[src/rtl/spram_arb_pkg.sv]
// rtl/spram_arb_pkg.sv - shared types and constants for the single-port RAM arbiter
package spram_arb_pkg;

    localparam int NUM_REQ           = 2;
    localparam int RAM_WIDTH_DEF     = 32;
    localparam int RAM_ADDR_BITS_DEF = 10;

    typedef enum logic [1:0] {
        IDLE  = 2'd0,
        LOCK0 = 2'd1,
        LOCK1 = 2'd2
    } state_t;

    typedef struct packed {
        logic                         we;
        logic [RAM_ADDR_BITS_DEF-1:0] addr;
        logic [RAM_WIDTH_DEF-1:0]     wdata;
    } req_t;

endpackage

[src/rtl/spram_arbiter_rr_pick2.sv]
// rtl/spram_arbiter_rr_pick2.sv - two-way round-robin pick producing a one-hot grant
module rr_pick2
    import spram_arb_pkg::*;
(
    input  logic [NUM_REQ-1:0] valid,
    input  logic               ptr,
    output logic [NUM_REQ-1:0] grant
);

    // a lone requester always wins; the pointer only breaks ties
    always_comb begin
        grant = valid;
        if (&valid) begin
            grant = ptr ? 2'b10 : 2'b01;
        end
    end

endmodule

[src/rtl/spram_arbiter.sv]
// rtl/spram_arbiter.sv - two-requester round-robin arbiter with lock for one shared single-port RAM
module spram_arbiter
    import spram_arb_pkg::*;
#(
    parameter int RAM_WIDTH     = 32,
    parameter int RAM_ADDR_BITS = 10,
    parameter int LOCK_MAX      = 16
) (
    input  logic                                    clk,
    input  logic                                    rstn,
    input  logic [NUM_REQ-1:0]                      req_valid,
    output logic [NUM_REQ-1:0]                      req_ready,
    input  logic [NUM_REQ-1:0]                      req_we,
    input  logic [NUM_REQ-1:0]                      req_lock,
    input  logic [NUM_REQ-1:0][RAM_ADDR_BITS-1:0]   req_addr,
    input  logic [NUM_REQ-1:0][RAM_WIDTH-1:0]       req_wdata,
    output logic [NUM_REQ-1:0]                      rsp_valid,
    output logic [RAM_WIDTH-1:0]                    rsp_rdata,
    output logic                                    ram_we,
    output logic [RAM_ADDR_BITS-1:0]                ram_addr,
    output logic [RAM_WIDTH-1:0]                    ram_wdata,
    input  logic [RAM_WIDTH-1:0]                    ram_rdata
);

    localparam int CNT_W = $clog2(LOCK_MAX + 1);
    // the grant that opens a lock plus lock_cnt in-lock grants; release on the LOCK_MAX-th in total
    localparam int LIMIT = (LOCK_MAX > 1) ? LOCK_MAX - 2 : 0;
    localparam logic [CNT_W-1:0] CNT_LIMIT = CNT_W'(LIMIT);
    localparam logic [CNT_W-1:0] CNT_SAT   = '1;

    state_t                   state, state_nxt;
    logic                     rr_ptr, rr_ptr_nxt;
    logic [CNT_W-1:0]         lock_cnt, lock_cnt_nxt;
    logic [NUM_REQ-1:0]       pick_grant;
    logic [NUM_REQ-1:0]       grant;
    logic [NUM_REQ-1:0]       rsp_q;
    logic [RAM_ADDR_BITS-1:0] addr_q;
    logic [RAM_WIDTH-1:0]     wdata_q;
    logic                     xfer;
    logic                     win;
    logic                     owner;

    rr_pick2 u_pick (
        .valid (req_valid),
        .ptr   (rr_ptr),
        .grant (pick_grant)
    );

    // grant: round-robin when unlocked, only the owner (if valid) when locked, nothing in reset
    always_comb begin
        grant = '0;
        if (rstn) begin
            case (state)
                IDLE:    grant = pick_grant;
                LOCK0:   grant = {1'b0, req_valid[0]};
                LOCK1:   grant = {req_valid[1], 1'b0};
                default: grant = '0;
            endcase
        end
    end

    assign req_ready = grant;
    assign xfer      = |grant;
    assign win       = grant[1];
    assign owner     = (state == LOCK1);

    assign ram_we    = xfer & req_we[win];
    assign ram_addr  = xfer ? req_addr[win]  : addr_q;
    assign ram_wdata = xfer ? req_wdata[win] : wdata_q;

    assign rsp_valid = rsp_q;
    assign rsp_rdata = (|rsp_q) ? ram_rdata : '0;

    // lock state, round-robin pointer and lock counter next values
    always_comb begin
        state_nxt    = state;
        rr_ptr_nxt   = rr_ptr;
        lock_cnt_nxt = lock_cnt;
        case (state)
            IDLE: begin
                if (xfer) begin
                    if (req_lock[win] && (LOCK_MAX > 1)) begin
                        state_nxt    = win ? LOCK1 : LOCK0;
                        lock_cnt_nxt = '0;
                    end else begin
                        rr_ptr_nxt = ~win;
                    end
                end
            end
            LOCK0, LOCK1: begin
                if (!req_valid[owner]) begin
                    state_nxt  = IDLE;
                    rr_ptr_nxt = ~owner;
                end else begin
                    if (lock_cnt != CNT_SAT) begin
                        lock_cnt_nxt = lock_cnt + CNT_W'(1);
                    end
                    if (!req_lock[owner] || (lock_cnt >= CNT_LIMIT)) begin
                        state_nxt  = IDLE;
                        rr_ptr_nxt = ~owner;
                    end
                end
            end
            default: begin
                state_nxt  = IDLE;
                rr_ptr_nxt = 1'b0;
            end
        endcase
    end

    // arbitration state registers
    always_ff @(posedge clk or negedge rstn) begin
        if (!rstn) begin
            state    <= IDLE;
            rr_ptr   <= 1'b0;
            lock_cnt <= '0;
        end else begin
            state    <= state_nxt;
            rr_ptr   <= rr_ptr_nxt;
            lock_cnt <= lock_cnt_nxt;
        end
    end

    // hold last granted address/data and raise a response pulse the cycle after each read grant
    always_ff @(posedge clk or negedge rstn) begin
        if (!rstn) begin
            addr_q  <= '0;
            wdata_q <= '0;
            rsp_q   <= '0;
        end else begin
            if (xfer) begin
                addr_q  <= req_addr[win];
                wdata_q <= req_wdata[win];
            end
            rsp_q <= grant & ~req_we;
        end
    end

    a_onehot_grant: assert property (@(posedge clk) disable iff (!rstn) $onehot0(req_ready));
    a_no_write_idle: assert property (@(posedge clk) disable iff (!rstn) !(|req_ready) |-> !ram_we);
    a_rsp0_has_read: assert property (@(posedge clk) disable iff (!rstn)
        rsp_valid[0] |-> $past(req_ready[0] && req_valid[0] && !req_we[0]));
    a_rsp1_has_read: assert property (@(posedge clk) disable iff (!rstn)
        rsp_valid[1] |-> $past(req_ready[1] && req_valid[1] && !req_we[1]));

endmodule

[config.mk]
export PLATFORM = sky130hd
export DESIGN_NAME = spram_arbiter
export DESIGN_NICKNAME = d
export VERILOG_FILES = /design/src/rtl/spram_arb_pkg.sv /design/src/rtl/spram_arbiter_rr_pick2.sv /design/src/rtl/spram_arbiter.sv
export SDC_FILE = /design/constraint.sdc
export NUM_CORES = 1
export LEC_CHECK = 0
export CORE_MARGIN = 2
export CORE_UTILIZATION = 39
export DETAILED_ROUTE_END_ITERATION = 8
export PLACE_DENSITY = 0.88
export SYNTH_ARGS = -nofsm -noshare
export SYNTH_HDL_FRONTEND = slang
export SYNTH_SLANG_ARGS = --single-unit
export TNS_END_PERCENT = 20
[constraint.sdc]
create_clock -name clk -period 4.7 [get_ports clk]
set_clock_uncertainty 0.05 [all_clocks]
set_input_delay 0.94 -clock clk [delete_from_list [all_inputs] [get_ports clk]]
set_output_delay 0.94 -clock clk [all_outputs]
set_load 0.1 [all_outputs]
### Word level (Yosys, flattened, before mapping)

Cells that the tools add are included.
W data, S select, Z words.

* word-level logic and storage cells: 70
* output and inout port bits: 79
* bits in registers: 52
* bits of input ports: 124

* multiplexer cells: 35
* $lt $le $gt $ge: 3
* bitwise gates (word level): 5
* eq/ne operators: 9
* add/sub/neg operators: 1
* reduce and logical (&&, ||, !) cells: 11

Operators by type and width (count)
* $mux W32: 4
* $mux W10: 3
* $mux W5: 4
* $mux W2: 8
* $mux W1: 12
* $ne A2 B2 Y1 const B: 5
* $pmux W5 S2: 1
* $pmux W2 S3: 1
* $reduce_and A3 Y1: 2
* $reduce_or A2 Y1: 3
* $add A5 B1 Y5 const B: 1
* $ge A5 B4 Y1 const B: 1
* $ne A5 B5 Y1 const B: 1
* $reduce_and A5 Y1: 1
* $lt A1 B2 Y1 const B: 2
* $pmux W2 S2: 1
* $ne A3 B3 Y1 const B: 1
* $and A2 B2 Y2: 1
* $eq A2 B1 Y1 const B: 1
* $eq A2 B2 Y1 const B: 1
* $logic_not A2 Y1: 1
* $not A1 Y1: 2
* $not A2 Y2: 1
* $pmux W1 S2: 1
* 5 further kinds: 5

### Longest topological paths before layout

* word-level depth: 9
* gate-level depth with buffers: 9
* mapped depth without buffers: 7

### Hierarchy

Synthesis repeated with hierarchy kept, for this count alone.

* cell total of the unflattened synthesis: 297
* area total of the unflattened synthesis: 2927.8 µm²

By module, submodules not included
* spram_arbiter: instances 1, area an instance 2909.0 µm², sequential area each 1301.2 µm², cells each 294
* rr_pick2: instances 1, area an instance 18.8 µm², sequential area each 0.0 µm², cells each 3

### Least setup slack after synthesis

OpenSTA, ideal clock, no wires.

* path kind: input to output
* start point: in rstn
* end point: out ram_wdata[10]
* buffers on the path: 2
* arrival: 3.969 ns
* slack: -0.259 ns
* cell stages on the path: 6
* cell sequence: nor2b_1 -> o211ai_1 -> buf_2 -> buf_2 -> mux2i_1 -> o21ai_0

* word-level cells in the longest chain between the ends: 4

RTL lines
* from (decl): line spram_arbiter.sv:10 `input logic rstn,`
* $mux W2 *: line spram_arbiter.sv:52 `if (rstn) begin`
* $mux W32 (not written as such) (2 in series): line spram_arbiter.sv:69 `assign ram_wdata = xfer ? req_wdata[win] : wdata_q;`
* $mux W32 *
* to (decl): line spram_arbiter.sv:21 `output logic [RAM_WIDTH-1:0] ram_wdata,`

Mark *: on every way between the ends. The rest lies on a longest branch, timed or not. The select of a mux whose other input is x is not followed.

### Final worst setup path

* start point: in req_valid[0]
* end point: out ram_wdata[0]

* word-level cells in the longest chain between the ends: 7

RTL lines
* from (decl): line spram_arbiter.sv:11 `input logic [NUM_REQ-1:0] req_valid,`
* $reduce_and A2 Y1: line spram_arbiter_rr_pick2.sv:13 `if (&valid) begin`
* $mux W2: line spram_arbiter_rr_pick2.sv:13
* $pmux W2 S3 *: line spram_arbiter.sv:53 `case (state)`
* $mux W2 *: line spram_arbiter.sv:52
* $mux W32 (not written as such) (2 in series): line spram_arbiter.sv:69
* $mux W32 *

Marked as above.

==> metrics.md <==
| Metric | Value |
|---|---|
| Post-Syn Area | 0.00295 mm² |
| Arrival time at the worst endpoint | 3.13 ns |
| Area delta synth->final | 81.6% |
| Setup bufs post-CTS | 0 |
| Vias in the first global route | 3111 |
| Post-CTS Resized | 0 |
| Crit-path max cell delay | 0.56 ns |
| Footprint of the multi-input gates | 0.00154 mm² |
| Avg Vias per Cell | 4.99 |
| Fmax | 243 MHz |
| Share of layout cells above drive strength 1 | 19.4% |
| Placed Cells | 597 |
| Hold_buf cts | 0 |
| Crit-path most repeated cell | buf_12 |
| Fin cells | 605 |
| Final antenna-violating net count | 0 |
| Initial DRC count | 123 |
| Final Hold Fails | 0 |
| Initial Util | 40.5% |
| Initial antenna violation count | 0 |
| Yosys reg bits | 52 |
| Clk_lat worst skew | 0.31 ns |
| Crit Path Class | input port to output port |
| Number of fill cells | 533 |
| Vias after detailed routing | 3018 |
| Clock Sinks | 52 |
| CORE AREA | 0.00729 mm² |
| First-pass GRT wire length | 15600 µm |
| H-tree levels | 2 |
| Library cells used by synthesis | 35 |
| Overflow after GRT | 0 |
| Worst-path fanout max | 68 |
| Setup repair after global routing missed its margin | false |
| Synthesis Warnings | 0 |
| Final HPWL DP | 7870 µm |
| Relative slew slack | 23.2% |
| Reg clk slew, reported paths | 0.09 ns |
| Cts bufs inserted | 5 |
| GP Congestion | 0.911 |
| Tightest Hold Check Type | flop to flop |
| Fin nets | 636 |
| DRC viols | 0 |
| Avg Cell Area, Syn | 9.43 µm² |
| Cell chain of the critical path | clkdlybuf4s50_1 -> nand2b_1 -> a21oi_1 -> nor2_4 -> buf_12 -> o21ai_0 -> buf_12 |
| CP Data Required Time | 3.71 ns |
| CP startpoint kind | input port |
| Placement Rows | 31 |
| DR WL/cell | 16.3 µm |
| Register area share after synthesis | 44.1% |
| Final cycle utilization of the critical path | 87.7% |
| CP endpoint kind | output port |
| Reg area | 0.00130 mm² |
| Status | completed |
| IO buf count | 202 |
| Synth top area share | 44.1% |
| Final setup violation count | 0 |
| Min Tclk post-route | 4.12 ns |
| Most used flip-flop cell after synthesis | dfrtp_1 |
| Die Y | 91.0 µm |
| Yosys top cell by area | dfrtp_1 |
| Global Route Usage Sum | 23.3% |
| DR pass1 iterations | 4 |
| Synth area leaders | dfrtp_1 (44%), mux2i_1 (15%), o21ai_0 (8.5%) |
| Number of synthesized flops with an enable pin | 0 |
| IO Count | 203 |
| Synth Instances | 313 |
| Max Root-Sink Buffers | 2 |
| Max Slew Vio Count | 0 |
| CP max stage cell | clkdlybuf4s50_1 |
| Die ar. | 0.00828 mm² |
| CTS tree | yes |
| Async set-reset flop share out of synthesis | 100% |
| Final Routed Wirelength | 9870 µm |
| Syn nets | 444 |
| CTS root buf | clkbuf_8 |
| Least-Margin Pin Slew | 1.15 ns |
| # diodes | 0 |
| Die X | 91.0 µm |
| Largest net degree at the start of global routing | 69 |
| Max-cap violations | 0 |
layout make-up:
type | count | share of cell area (%)
repair buffers | 205 | 42.4
multi-input cells | 234 | 28.8
flip-flops and latches | 52 | 24.3
clock inverters | 1 | 0.140
inverters | 7 | 0.490
clock buffers | 7 | 1.61
well taps | 99 | 2.31
worst paths after layout:
path	slack, ns	endpoint	startpoint	cells past startpoint
hold / removal	0.51	rr_ptr	rr_ptr	1
max in group asynchronous	3.44	addr_q[0]	rstn	2
hold reg to reg	0.51	rr_ptr	rr_ptr	1
setup / recovery	0.58	ram_wdata[0]	req_valid[0]	7
setup reg to reg	2.12	addr_q[7]	state[0]	8
min in group asynchronous	0.70	wdata_q[1]	rstn	2
worst max-delay path, delay by kind of cell:
| family | cells | cell delay [ns] |
|---|---|---|
| compound gates | 2 | 0.83 |
| buf+inv | 3 | 1.03 |
| simple gates | 2 | 0.29 |
through the flow:
| stage | worst slack [ns] | hold WS [ns] | setup TNS, ns | utilization (%) | area (µm²) |
|---|---|---|---|---|---|
| 6_report | 0.577 | 0.511 | 0 | 73.5 | 5360 |
| 3_5_place_dp | 0.608 | 0.493 | 0 | 72.2 | 5270 |
| 4_1_cts | 0.596 | 0.514 | 0 | 73.5 | 5360 |
| 5_1_grt | 0.444 | 0.546 | 0 | 73.5 | 5360 |
| 2_1_floorplan | -0.259 | 0.445 | -7.53 | - | 2950 |
| 3_3_place_gp | 0.739 | 0.473 | 0 | 72.2 | 5270 |
cells in the mapped netlist (2+ instances only):
library cell,instances
ha_1,7
o41a_1,2
nor2_1,6
o21ai_0,50
nand3_1,5
o22ai_1,3
o211ai_1,6
inv_1,7
nand2_1,49
buf_2,8
a21oi_1,4
mux2i_1,44
mux2_2,2
clkbuf_1,11
or3_1,2
dfrtp_1,52
nor2b_1,35
nand2b_1,3
flip-flops by register name, indices dropped and copies added, names as in the netlist:
signal	cells
state	2
rr_ptr	1
rsp_valid	2
wdata_q	32
addr_q	10
lock_cnt	5
routing by layer:
metal	track usage (%)	part of all wire, %	up-vias
met1	27.7	40	1418
met4	5.81	1.7	0
met3	5.06	5.7	17
met5	0	0	-
li1	-	-	1467
met2	42.5	52	116
placed cells by master, fill, tap and decap left out, drive strengths merged, types with 2 or more instances in the layout:
cell type / instances
dfrtp: 52
clkdlybuf4s50: 124
inv: 7
ha: 7
nand2b: 3
nand3: 5
clkbuf: 7
o21ai: 51
mux2: 3
o32a: 2
nand2: 49
or3: 2
mux2i: 44
buf: 81
nor2b: 35
a21oi: 4
o211ai: 6
o41a: 2
nor2: 6
o22ai: 3
cell families (layout without fill, tap and decap cells):
logic type / count (synthesis) / after routing / share of synthesized area, %
fa+ha+maj: 7 / 7 / 2.97
buf+inv: 27 / 220 / 4.03
mux: 47 / 47 / 16.2
compound gates: 76 / 76 / 15.4
simple gates: 104 / 104 / 17.3
flops: 52 / 52 / 44.1
Power is not shown: default switching activity piles up to over one toggle a cycle in this logic, so the estimate is an artifact.
